File: src/rtl/phase_seq.sv
// rtl/phase_seq.sv - five-phase instruction sequencer with optional perf counters (PHASE_SEQ_PERF_CNT_EN)
module phase_seq (
    input  logic        clk,
    input  logic        reset,
    input  logic        run,
    input  logic [5:0]  op,
    input  logic [5:0]  irfunc,
    input  logic [4:0]  regimm,
    input  logic        mem_ready,
    input  logic        error,
    output logic [4:0]  p,
    output logic        instr_done,
    output logic        illegal,
    output logic        excp,
    output logic        exc_seen,
    output logic [31:0] cyc_cnt,
    output logic [31:0] ins_cnt
);

    // state encoding doubles as the one-hot phase vector, so p comes straight from the register
    typedef enum logic [4:0] {
        S_IDLE = 5'b00000,
        S_P0   = 5'b00001,
        S_P1   = 5'b00010,
        S_P2   = 5'b00100,
        S_P3   = 5'b01000,
        S_P4   = 5'b10000
    } state_t;

    state_t state, state_nx;
    logic   legal, is_branch, is_lw, is_sw, is_addsub;

    always_comb begin
        legal     = 1'b0;
        is_branch = 1'b0;
        case (op)
            6'b000000: begin
                case (irfunc)
                    6'b100000, 6'b100010, 6'b100011, 6'b100100, 6'b100101, 6'b100110,
                    6'b100111, 6'b101010, 6'b101011, 6'b001000, 6'b001001: legal = 1'b1;
                    default: legal = 1'b0;
                endcase
            end
            6'b001001, 6'b001010, 6'b001011, 6'b001100, 6'b001101, 6'b001110,
            6'b100011, 6'b101011, 6'b000010, 6'b000011: legal = 1'b1;
            6'b000100, 6'b000101, 6'b000110, 6'b000111: begin
                legal     = 1'b1;
                is_branch = 1'b1;
            end
            6'b000001: begin
                if (regimm == 5'b00000 || regimm == 5'b00001) begin
                    legal     = 1'b1;
                    is_branch = 1'b1;
                end
            end
            default: legal = 1'b0;
        endcase
    end

    assign is_lw     = (op == 6'b100011);
    assign is_sw     = (op == 6'b101011);
    assign is_addsub = (op == 6'b000000) && (irfunc == 6'b100000 || irfunc == 6'b100010);

    always_ff @(posedge clk or negedge reset) begin
        if (!reset) state <= S_IDLE;
        else        state <= state_nx;
    end

    always_comb begin
        state_nx   = state;
        instr_done = 1'b0;
        illegal    = 1'b0;
        excp       = 1'b0;
        case (state)
            S_IDLE: if (run) state_nx = S_P0;
            S_P0:   if (mem_ready) state_nx = S_P1;
            S_P1: begin
                if (legal) begin
                    state_nx = S_P2;
                end else begin
                    illegal  = 1'b1;
                    state_nx = run ? S_P0 : S_IDLE;
                end
            end
            S_P2: begin
                if (is_branch) begin
                    instr_done = 1'b1;
                    state_nx   = run ? S_P0 : S_IDLE;
                end else begin
                    state_nx = S_P3;
                end
            end
            S_P3: begin
                if (is_sw) begin
                    if (mem_ready) begin
                        instr_done = 1'b1;
                        state_nx   = run ? S_P0 : S_IDLE;
                    end
                end else if (is_lw) begin
                    if (mem_ready) state_nx = S_P4;
                end else begin
                    state_nx = S_P4;
                end
            end
            S_P4: begin
                excp       = is_addsub && error;
                instr_done = 1'b1;
                state_nx   = run ? S_P0 : S_IDLE;
            end
            default: state_nx = S_IDLE;
        endcase
    end

    assign p = state;

    always_ff @(posedge clk or negedge reset) begin
        if (!reset)    exc_seen <= 1'b0;
        else if (excp) exc_seen <= 1'b1;
    end

`ifdef PHASE_SEQ_PERF_CNT_EN
    always_ff @(posedge clk or negedge reset) begin
        if (!reset) begin
            cyc_cnt <= 32'd0;
            ins_cnt <= 32'd0;
        end else begin
            if (state != S_IDLE) cyc_cnt <= cyc_cnt + 32'd1;
            if (instr_done)      ins_cnt <= ins_cnt + 32'd1;
        end
    end
`else
    assign cyc_cnt = 32'd0;
    assign ins_cnt = 32'd0;
`endif

endmodule

File: config.mk
export PLATFORM = sky130hd
export DESIGN_NAME = phase_seq
export DESIGN_NICKNAME = d
export VERILOG_FILES = /design/src/rtl/phase_seq.sv
export SDC_FILE = /design/constraint.sdc
export NUM_CORES = 1
export LEC_CHECK = 0
export BUFFER_PORTS_ARGS = -buffer_cell sky130_fd_sc_hd__buf_2
export CAP_MARGIN = 20
export CORE_ASPECT_RATIO = 0.5
export CORE_MARGIN = 2
export CORE_UTILIZATION = 38
export CTS_BUF_LIST = sky130_fd_sc_hd__clkbuf_8
export DETAILED_ROUTE_END_ITERATION = 8
export PLACE_DENSITY_LB_ADDON = 0.05
export SETUP_SLACK_MARGIN = 0.3
export SLEW_MARGIN = 10
export SYNTH_ARGS = -nofsm -noshare
export SYNTH_HDL_FRONTEND = slang
export SYNTH_SLANG_ARGS = --single-unit
File: constraint.sdc
create_clock -name clk -period 1.71 [get_ports clk]
set_input_delay 0.2565 -clock clk [delete_from_list [all_inputs] [get_ports clk]]
set_output_delay 0.2565 -clock clk [all_outputs]
set_load 0.01 [all_outputs]
# ---- Word-level counts from Yosys, hierarchy flattened
# Cells that the tools add are included.
dict set report word_totals {
  regBits 6
  in_bits 22
  out_inout_bits 73
  wordCells 70
}
dict set report classes {
  eq_ne 36
  muxes 21
  n_reduce_logical 11
}
# cell n
set ops {}
lappend ops {{6-bit equality test (second input constant)} 11}
lappend ops {{6-bit by 4-bit equality test with 1-bit output (second input constant)} 8}
lappend ops {{5-bit 2-to-1 mux} 6}
lappend ops {{5-bit one-hot mux with 6 select lines} 1}
lappend ops {{6-bit by 3-bit equality test with 1-bit output (second input constant)} 4}
lappend ops {{14-bit OR reduction} 1}
lappend ops {{6-bit by 2-bit equality test with 1-bit output (second input constant)} 2}
lappend ops {{11-bit OR reduction} 1}
lappend ops {{5-bit by 1-bit equality test with 1-bit output (second input constant)} 2}
lappend ops {{5-bit logical NOT} 2}
lappend ops {{1-bit 2-to-1 mux} 9}
lappend ops {{6-bit by 1-bit equality test with 1-bit output (second input constant)} 1}
lappend ops {{6-bit logical NOT} 1}
lappend ops {{3-bit inequality test (second input constant)} 2}
lappend ops {{1-bit one-hot mux with 3 select lines} 2}
lappend ops {{5-bit by 2-bit equality test with 1-bit output (second input constant)} 1}
lappend ops {{5-bit by 3-bit equality test with 1-bit output (second input constant)} 1}
lappend ops {{5-bit by 4-bit equality test with 1-bit output (second input constant)} 1}
lappend ops {{5-bit equality test (second input constant)} 1}
lappend ops {{4-bit 2-to-1 mux} 1}
lappend ops {{2-bit inequality test (second input constant)} 2}
lappend ops {{4-bit AND reduction} 1}
lappend ops {{4-bit OR reduction} 1}
lappend ops {{3-bit 2-to-1 mux} 1}
lappend ops {{other kinds (3)} 5}

# ---- Depth between registers and ports, before layout
dict set report logic_depth {
  word_depth 6
  mapped_depth 6
  mapped_depth_nobuf 5
}

# ---- Least setup slack after synthesis
# Ideal clock, no wire load.
dict set report synth_path {
  path_type {reg-to-output}
  start {register state[0] (netlist: p[0])}
  end {output port excp}
  arrival_ps 1360
  required_ps 1454
  slack_ps 94
  stages_incl_launch_ff 5
  n_path_buf 1
  path_cell_list {dfrtp_1 -> clkbuf_2 -> nor4_1 -> nand2_1 -> nor3_1}
}
dict set report synth_via {
  elab_chain_cells 2
}
# element line_no
set synth_lines {}
lappend synth_lines {{from (decl)} 30} ;# state_t state, state_nx;
lappend synth_lines {{from (signal assigned)} 66} ;# else state <= state_nx;
lappend synth_lines {{5-bit equality test} 74} ;# case (state)
lappend synth_lines {{1-bit 2-to-1 mux} 74}
lappend synth_lines {{to (decl)} 14} ;# output logic excp,
# Every way passes these cells.

# ---- Worst setup path in the final report
dict set report layout_path {
  start {input port regimm[2]}
  end {output port instr_done}
}
dict set report layout_via {
  elab_chain_cells 6
  elab_cells_between_ends 7
  classes_between {eq/ne (1); mux (4); reduce/logical (2)}
}
# element line_no
set layout_lines {}
lappend layout_lines {{from (decl)} 8} ;# input logic [4:0] regimm,
lappend layout_lines {{5-bit by 1-bit equality test with 1-bit output / 5-bit logical NOT (equally long branches)} 51} ;# if (regimm == 5'b00000 || regimm == 5'b00001) begin
lappend layout_lines {{1-bit logical OR *} 51}
lappend layout_lines {{1-bit 2-to-1 mux *} 51}
lappend layout_lines {{1-bit one-hot mux with 2 select lines *} 36} ;# case (op)
lappend layout_lines {{1-bit 2-to-1 mux *} 86} ;# if (is_branch) begin
lappend layout_lines {{1-bit one-hot mux with 3 select lines *} 74}
lappend layout_lines {{to (decl)} 12} ;# output logic instr_done,
# Mark *: on every way between the ends. The rest lies on a longest branch, timed or not.

==> results.ini <==
[layout]
layout_common_cells = conb_1 (64), buf_2 (27), buf_4 (16)
layout_commonest_cell = conb_1
nNetsFinal = 200
final_cell_area_um2 = 1190
final_util_pct = 46.7
multi_input_area_um2 = 658
n_antenna_cell = 0
drive_gt1_share_pct = 39.8
nFillCells = 274
final_cells = 213
area_growth_pct = 18.5
seqCellArea_um2 = 156

[power_and_ir_drop]
switching_share_pct = 38.3
switchingPower_uw = 333
powerDensity_nw_per_um2 = 729
pwr-share-clk_pct = 23.7
p_comb_share_pct = 51.6
p_leak_nw = 0.661
finalPower_uw = 870
vdd.ir_drop.worst_mv = 0.318
pwr-share-seq_pct = 24.6
p_int_uw = 537

[critical_path]
worstSetupEndpointType = output pin
cp.arrival_ps = 1520
timing.rr.start = p[3]
worstPathMaxFanout = 2
setup.worst_path.start_class = primary input
cp.required_ps = 1450
path_cells = buf_6 > or4b_4 > o31a_1 > o21ai_2 > a21o_2 > buf_6
critical_path_class = in -> out
cp_slowest_cell = or4b_4
crit_top_cell = buf_6
slowest_delay_ps = 520
crit_start = regimm[2]
r2r_slack_ps = 140

[routing]
viasPerCell = 3.95
drc = 0
vias = 841
drt-total-wl_um = 1930
ant_nets = 0
detail_route.first_pass.iterations = 4
drt_iter0_drc = 14
wl_per_cell_um = 9.06

[logic_synthesis]
syn_inst = 129
synth_top_cell_by_area = buf_4
netlist_area_um2 = 1010
ys_types = 40
ys_warn_count = 0
synth-seq-cells = 6
ys_dominant_reg_cell = dfrtp_1
async_flop_share_pct = 100
synth-seq-area-share_pct = 14.9
synth_area_leaders = buf_4 (48%), dfrtp_1 (15%), nand2_1 (3.0%)
yosys.area.top_type_share_pct = 47.7
synth_edf_count = 0
syn_avg_cell_area_um2 = 7.81

[placed_design]
routabilityCongestion = 0.775
postPlaceCellArea_um2 = 1020
dpl.hpwl_um = 1530
io_buffer_count = 29
pre_cts_slack_ps = -114
place_inst = 199

[floorplanning]
die_w_um = 76.8
ioPinCount = 95
core_area_um2 = 2550
initial_core_util_pct = 39.4
row_count = 13
die-area_um2 = 3100
die_h_um = 40.4

[clock_network]
root_buffer = clkbuf_8
clkTransAtPathRegs_ps = 30
clkSinkCount = 6
htree_num_levels = 1
cts_tree = yes
cts_made_buffers = 3
clockBufferDepth = 2
worstSkewPairLatency_ps = 220

[sta]
drv_slew = 0
setup_viol = 1
postLayoutSetupSlackWorst_ps = -64.6
max_freq_ghz = 0.564
holdWs_ps = 311
final.period_utilization_pct = 104
max_slew.worst_pin.slew_ps = 573
fin_tns_setup_ps = -64.6
skew_ps = 1.43
max_slew_margin_pct = 61.4
finalHoldViolCount = 0
rsz0062_at_grt = yes
period_needed_ps = 1770

[global_route]
grt_pass1_vias = 609
overflow = 0
grt_first_pass_wirelength_um = 2720
grt_max_degree = 9
grt_usage_pct = 11.3
antenna_found_initial = 0

[hold_path]
hold_start = run
hp-class = in -> reg

[run]
cap_violations = 0

[run_status]
violations = negative setup slack
status = finished, violations left

## path summary, 6_finish.rpt
| kind | to | depth (start not counted) |
|---|---|---|
| setup reg to reg | p[0] | 5 |
| hold / removal | p[0] | 3 |
| setup / recovery | instr_done | 6 |
| min in group asynchronous | p[0] | 2 |
| hold reg to reg | exc_seen | 1 |
| max in group asynchronous | p[2] | 2 |
## power groups by stage
stage / sequential [mW] / clock [mW] / combinational [mW]
floorplan: 0.200 / 0 / 0.337
global placement: 0.220 / 0 / 0.301
detailed placement: 0.218 / 0 / 0.297
CTS: 0.221 / 0.214 / 0.395
global route: 0.218 / 0.224 / 0.494
finish: 0.214 / 0.206 / 0.449
## cell usage after synthesis (all sizes together), types with 2 or more instances
| library cell | n |
|---|---|
| a21o | 2 |
| a21oi | 3 |
| and2 | 2 |
| and2b | 2 |
| and3 | 2 |
| and3b | 2 |
| buf | 64 |
| dfrtp | 6 |
| nand2 | 8 |
| nand3 | 2 |
| nor2 | 2 |
| nor2b | 2 |
| nor3 | 5 |
| nor3b | 2 |
| nor4 | 3 |
| o21ai | 4 |
## worst max-delay path, delay by kind of cell
| kind | cells | cell delay [ps] |
|---|---|---|
| buffers and inverters | 2 | 180 |
| and+or+nand+nor | 1 | 520 |
| AOI/OAI and AO/OA | 3 | 560 |
## state kept, by name, indices dropped and copies added, names as in the netlist
signal    flops
p             5
exc_seen      1
## what timing repair did
action / CTS / global route
pin swaps: 7 / 5
hold buffers: 1 / 0
endpoints found under the hold margin: 6 / 0
resized for setup: 10 / 3
setup endpoints to repair: 5 / 7
setup buffers: 7 / 3
## per-layer routing
layer | wire length (µm) | global-route usage [%]
met2 | 887 | 20.6
met1 | 852 | 14.1
met3 | 178 | 1.35
met5 | 0 | 0
met4 | 10 | 5.45
## kinds of logic (layout without fill, tap and decap cells)
kind of cell | count (synthesis) | after routing | share of synthesized area, %
flops | 6 | 6 | 14.9
fa+ha+maj | 1 | 1 | 0.994
other cells | 1 | 64 | 0.372
buf+inv | 66 | 50 | 48.6
compound gates | 16 | 16 | 11.4
simple gates | 39 | 39 | 23.7
## final cells by class
type                    count  area share, %
multi-input cells         120           55.1
repair buffers             46           24.1
flip-flops and latches      6           13.1
well taps                  37           3.88
clock buffers               3           3.46
inverters                   1          0.314
No activity file was read; power rests on OpenSTA's default activity.
